[config.mk]
export PLATFORM = sky130hd
export DESIGN_NAME = instb_ctrl
export DESIGN_NICKNAME = d
export VERILOG_FILES = /design/src/rtl/instb_ctrl.sv
export SDC_FILE = /design/constraint.sdc
export NUM_CORES = 1
export LEC_CHECK = 0
export ABC_AREA = 1
export CAP_MARGIN = 10
export CORE_ASPECT_RATIO = 0.5
export CORE_MARGIN = 2
export CORE_UTILIZATION = 35
export DETAILED_ROUTE_END_ITERATION = 8
export GPL_TIMING_DRIVEN = 0
export SLEW_MARGIN = 20
export SYNTH_ARGS = -nofsm -noshare
export SYNTH_HDL_FRONTEND = slang
export SYNTH_SLANG_ARGS = --single-unit
export TNS_END_PERCENT = 10
[constraint.sdc]
create_clock -name clk -period 13.05 [get_ports clk]
set_clock_uncertainty 0.05 [all_clocks]
set_input_delay 3.915 -clock clk [delete_from_list [all_inputs] [get_ports clk]]
set_output_delay 3.915 -clock clk [all_outputs]
set_load 0.05 [all_outputs]
[src/rtl/instb_ctrl.sv]
// Instruction-buffer SRAM controller: packs host words into byte-enabled line
// writes on port A and streams burst line fetches from port B through a 3-entry buffer.
module instb_ctrl #(
    parameter  int AW  = 12,
    parameter  int DW  = 128,
    parameter  int HW  = 32,
    localparam int BW  = DW / 8,
    localparam int WPL = DW / HW,
    localparam int WS  = $clog2(WPL),
    localparam int SB  = HW / 8
) (
    input  logic              clk,
    input  logic              rst,
    input  logic              host_wr_valid,
    output logic              host_wr_ready,
    input  logic [AW+WS-1:0]  host_wr_addr,
    input  logic [HW-1:0]     host_wr_data,
    input  logic [SB-1:0]     host_wr_strb,
    input  logic              fetch_start,
    input  logic [AW-1:0]     fetch_base,
    input  logic [AW:0]       fetch_len,
    output logic              fetch_busy,
    output logic              fetch_done,
    output logic              ins_valid,
    input  logic              ins_ready,
    output logic [DW-1:0]     ins_data,
    output logic [AW-1:0]     ins_addr,
    output logic              sram_ena,
    output logic              sram_wea,
    output logic [BW-1:0]     sram_be,
    output logic [AW-1:0]     sram_addra,
    output logic [DW-1:0]     sram_dina,
    output logic              sram_enb,
    output logic [AW-1:0]     sram_addrb,
    input  logic [DW-1:0]     sram_doutb
);

    localparam logic [1:0] S_IDLE  = 2'd0;
    localparam logic [1:0] S_FETCH = 2'd1;
    localparam logic [1:0] S_DONE  = 2'd2;
    localparam int         NBUF    = 3;

    logic [1:0]    state_q, state_d;
    logic [AW-1:0] rd_addr_q, rd_addr_d;
    logic [AW:0]   remaining_q, remaining_d;
    logic [AW:0]   popcnt_q, popcnt_d;
    logic          inflight_q, inflight_d;
    logic [AW-1:0] inflight_addr_q, inflight_addr_d;
    logic [1:0]    occ_q, occ_d;
    logic [1:0]    head_q, head_d;
    logic [1:0]    tail_q, tail_d;
    logic [DW-1:0] buf_data_q [NBUF];
    logic [AW-1:0] buf_addr_q [NBUF];

    logic          wr_ready_q;
    logic          wr_act_q, wr_act_d;
    logic [AW-1:0] wr_addr_q, wr_addr_d;
    logic [DW-1:0] wr_data_q, wr_data_d;
    logic [BW-1:0] wr_be_q, wr_be_d;

    logic wr_accept;
    logic hazard;
    logic issue;
    logic pop;

    function automatic logic [1:0] ptr_inc(input logic [1:0] p);
        return (p == 2'(NBUF - 1)) ? 2'd0 : p + 2'd1;
    endfunction

    // NOTE: every signal written in an always_comb gets a default first so no latch is inferred.
    always_comb begin : write_stage
        wr_accept = host_wr_valid && wr_ready_q;
        wr_act_d  = wr_accept;
        wr_addr_d = '0;
        wr_data_d = '0;
        wr_be_d   = '0;
        if (wr_accept) begin
            wr_addr_d = host_wr_addr[AW+WS-1:WS];
            wr_data_d = {WPL{host_wr_data}};
            wr_be_d[host_wr_addr[WS-1:0]*SB +: SB] = host_wr_strb;
        end
    end

    always_comb begin : fetch_ctrl
        // A read of the line being written this cycle would return stale data.
        hazard = wr_act_q && (wr_addr_q == rd_addr_q);
        issue  = (state_q == S_FETCH) && (remaining_q != '0)
                 && (({1'b0, occ_q} + {2'b00, inflight_q}) < 3'd3) && !hazard;
        pop    = (occ_q != 2'd0) && ins_ready;

        state_d         = state_q;
        rd_addr_d       = rd_addr_q;
        remaining_d     = remaining_q;
        popcnt_d        = popcnt_q;
        inflight_d      = issue;
        inflight_addr_d = rd_addr_q;
        occ_d           = occ_q + {1'b0, inflight_q} - {1'b0, pop};
        tail_d          = inflight_q ? ptr_inc(tail_q) : tail_q;
        head_d          = pop ? ptr_inc(head_q) : head_q;

        case (state_q)
            S_IDLE: begin
                if (fetch_start) begin
                    if (fetch_len == '0) begin
                        state_d = S_DONE;
                    end else begin
                        state_d     = S_FETCH;
                        rd_addr_d   = fetch_base;
                        remaining_d = fetch_len;
                        popcnt_d    = fetch_len;
                    end
                end
            end
            S_FETCH: begin
                if (issue) begin
                    rd_addr_d   = rd_addr_q + AW'(1);
                    remaining_d = remaining_q - (AW+1)'(1);
                end
                if (pop) begin
                    popcnt_d = popcnt_q - (AW+1)'(1);
                    if (popcnt_q == (AW+1)'(1)) state_d = S_DONE;
                end
            end
            S_DONE:  state_d = S_IDLE;
            default: state_d = S_IDLE;
        endcase
    end

    // NOTE: sequential state uses non-blocking assignments so every register samples pre-edge values.
    always_ff @(posedge clk) begin
        if (rst) begin
            state_q         <= S_IDLE;
            rd_addr_q       <= '0;
            remaining_q     <= '0;
            popcnt_q        <= '0;
            inflight_q      <= 1'b0;
            inflight_addr_q <= '0;
            occ_q           <= '0;
            head_q          <= '0;
            tail_q          <= '0;
            wr_ready_q      <= 1'b0;
            wr_act_q        <= 1'b0;
            wr_addr_q       <= '0;
            wr_data_q       <= '0;
            wr_be_q         <= '0;
        end else begin
            state_q         <= state_d;
            rd_addr_q       <= rd_addr_d;
            remaining_q     <= remaining_d;
            popcnt_q        <= popcnt_d;
            inflight_q      <= inflight_d;
            inflight_addr_q <= inflight_addr_d;
            occ_q           <= occ_d;
            head_q          <= head_d;
            tail_q          <= tail_d;
            wr_ready_q      <= 1'b1;
            wr_act_q        <= wr_act_d;
            wr_addr_q       <= wr_addr_d;
            wr_data_q       <= wr_data_d;
            wr_be_q         <= wr_be_d;
        end
    end

    // NOTE: buffer storage is not reset; occupancy is, and the outputs are gated by ins_valid.
    always_ff @(posedge clk) begin
        if (inflight_q) begin
            buf_data_q[tail_q] <= sram_doutb;
            buf_addr_q[tail_q] <= inflight_addr_q;
        end
    end

    assign host_wr_ready = wr_ready_q;
    assign sram_ena      = wr_act_q;
    assign sram_wea      = wr_act_q;
    assign sram_be       = wr_be_q;
    assign sram_addra    = wr_addr_q;
    assign sram_dina     = wr_data_q;
    assign sram_enb      = issue;
    assign sram_addrb    = issue ? rd_addr_q : '0;
    assign fetch_busy    = (state_q != S_IDLE);
    assign fetch_done    = (state_q == S_DONE);
    assign ins_valid     = (occ_q != 2'd0);
    assign ins_data      = ins_valid ? buf_data_q[head_q] : '0;
    assign ins_addr      = ins_valid ? buf_addr_q[head_q] : '0;

endmodule

==> run_results.csv <==
group,metric,value,unit
status,outcome,"completed",
finish,final_cell_area,31700,um^2
setup_path,worst-path-buf-inv,5,
finish,final_cell_mix,"clkdlybuf4s50_1 (521), edfxtp_1 (420), inv_1 (394), a21oi_1 (180), nor2_1 (174)",
hold_path,hp-start,"inflight_addr_q[9]",
sta,finalCriticalPeriod,7680,ps
floorplan,rows,66,
clock_tree,ctsResizeCount,0,
sta,setup_viol,0,
clock_tree,cts_buffers,52,
logic_synthesis,synth.avg_cell_area,11.1,um^2
sta,fmax,0.130,GHz
setup_path,required,9090,ps
setup_path,r2r-start,"inflight_q",
pwr,power,5.76,mW
logic_synthesis,synth_edf_count,420,
setup_path,critPathSlowestCell,"clkbuf_1",
drt,antenna_left,0,
clock_tree,cts_hold_buffers,0,
sta,max_slew.worst_pin.slew,988,ps
clock_tree,cts-root-buf,"clkbuf_16",
pwr,powerDensity,182,nW/um^2
flow_run,cap_violations,0,
sta,drv_slew,0,
sta,whs,401,ps
setup_path,cp_cell_sequence,"clkbuf_1 -> clkbuf_1 -> buf_2 -> mux2_2 -> o21ai_0 -> inv_1 -> clkdlybuf4s50_1",
drt,drc_errors,0,
finish,layout_commonest_cell,"clkdlybuf4s50_1",
setup_path,worst_setup_path_start_kind,"flip-flop",
logic_synthesis,yosysWarnings,0,
sta,tns,0,ps
sta,maxSlewHeadroom,0.342,
drt,drt_iter0_drc,1085,
setup_path,crit_type,"reg2out",
logic_synthesis,synth.cell_area,23200,um^2
pwr,power.switching,2.23,mW
clock_tree,clock-sinks,543,
setup_path,crit_family,"buffers and inverters",
logic_synthesis,yosysTopAreaCell,"edfxtp_1",
setup_path,crit_path_max_incr_delay,710,ps
placement,place_hpwl,47300,um
clock_tree,tritoncts,"done",
finish,area_delta_synth_final,36.7,%
drt,vias,16200,
setup_path,arrival,3720,ps
floorplan,start_util,0.355,
setup_path,cp_max_fo,10,
global_route,grt_first_pass_wirelength,92500,um
hold_path,hold_class,"reg2reg",
pwr,p_leak,13.2,nW
placement,port_buffers,521,
placement,place_area,30000,um^2
global_route,grt_max_degree,23,
finish,postLayoutCoreUtil,0.486,
placement,dp.cells,3538,
finish,nNetsFinal,2929,
drt,first_pass_iters,7,
pwr,peakVddDrop,0.0996,mV
drt,wl,63800,um
logic_synthesis,synth.distinct_cells,36,
global_route,gr-total-overflow,0,
pwr,p_int,3.53,mW
logic_synthesis,async_reset_ff_frac,0,
global_route,grt_util_all_layers,0.177,
logic_synthesis,syn-num-nets,2308,
setup_path,cp-end-kind,"output port",
clock_tree,htree_levels,2,
sta,layout_setup_ws,5370,ps
pwr,seqPwrFrac,0.343,
logic_synthesis,syn_inst,2087,
finish,drive_gt1_frac,0.147,
sta,hold_viol_final,0,
global_route,antenna_found_initial,8,
setup_path,rrSetupSlack,10260,ps
pwr,power_frac_clock,0.258,
pwr,pwr-share-comb,0.399,
logic_synthesis,synth_seq_cells,543,
floorplan,die_x,368,um
setup_path,cp_common_cell,"clkbuf_1",
floorplan,fp.dieH,186,um
clock_tree,clk_latency,590,ps
clock_tree,postCtsSetupBuffers,0,
sta,rsz0062_at_grt,"false",
drt,wire_per_inst,17.5,um
pwr,swShare,0.388,
clock_tree,cts_buffer_depth,3,
placement,place.gp.congestion,0.850,
floorplan,ios,523,
global_route,grt_pass1_vias,15800,
sta,finalCritPeriodShare,0.589,
placement,post-place-ws,5950,ps
logic_synthesis,synth-seq-area-share,0.650,
floorplan,core_area,65200,um^2
drt,vias_per_cell,4.44,
logic_synthesis,synth_area_leaders,"edfxtp_1 (54%), dfxtp_1 (11%), mux2_2 (6.8%)",
clock_tree,path_clk_slew,60,ps
floorplan,dieArea,68400,um^2
finish,layout.cells.non_filler,3644,
logic_synthesis,yosys.area.top_type_share,0.544,
logic_synthesis,ys.flop_type,"edfxtp_1",
path summary, 6_finish.rpt:
check                      end  cells past startpoint
max                ins_addr[3]                      7
min           buf_addr_q[2][9]                      0
max reg2reg  buf_data_q[0][70]                     10
min reg2reg   buf_addr_q[2][9]                      0
flip-flops by register name (all words and copies together), names as in the netlist, named ones only:
signal and cells:
inflight_addr_d 12, occ_q 2, inflight_q 1, sram_addra 12, remaining_q 13, inflight_addr_q 12, sram_dina 32, head_q 2
popcnt_q 13, state_q 2, sram_be 16, buf_addr_q 36, tail_q 2, sram_ena 1, host_wr_ready 1, buf_data_q 384
cells in the mapped netlist (all sizes together), types with 4 or more instances:
cell type / count
edfxtp: 420
inv: 403
a21oi: 181
nor2: 177
nand2: 171
o21ai: 169
mux2: 140
buf: 128
dfxtp: 123
clkbuf: 58
nand3: 49
nor3: 18
ha: 13
xor2: 12
nand3b: 6
nand4: 4
routing by layer:
| metal | vias up | GRT usage | wire length (um) |
|---|---|---|---|
| met5 | - | 0 | 0 |
| met4 | 0 | 0.0620 | 1970 |
| met3 | 109 | 0.0255 | 2150 |
| met2 | 297 | 0.340 | 35100 |
| met1 | 7732 | 0.201 | 24500 |
| li1 | 8041 | - | - |
power groups by stage:
stage / combinational (mW) / sequential (mW) / clock, mW
5_1_grt: 2.45 / 1.98 / 1.60
3_3_place_gp: 2.30 / 2.03 / 0
3_5_place_dp: 2.33 / 2.01 / 0
6_report: 2.30 / 1.97 / 1.49
2_1_floorplan: 1.49 / 2.03 / 0
4_1_cts: 2.33 / 1.97 / 1.53
logic make-up (layout without fill, tap and decap cells):
logic type / after synthesis / after routing / share of synthesized area
compound gates: 357 / 357 / 0.0781
xor+xnor: 15 / 15 / 0.00567
fa+ha+maj: 13 / 13 / 0.00702
buf+inv: 589 / 1254 / 0.114
flops: 543 / 543 / 0.650
mux: 140 / 140 / 0.0680
other cells: 0 / 8 / 0
simple gates: 430 / 430 / 0.0774
area by class of cell:
class | count | area [um^2]
Clock inverter | 19 | 179
Buffer | 186 | 1120
Inverter | 403 | 1510
Sequential cell | 543 | 15100
Tap cell | 884 | 1110
Multi-Input combinational cell | 955 | 5490
Clock buffer | 79 | 1490
Fill cell | 5928 | 33600
Antenna cell | 8 | 20.0
Timing Repair Buffer | 567 | 5690
Power figures use the tool's default switching activity.
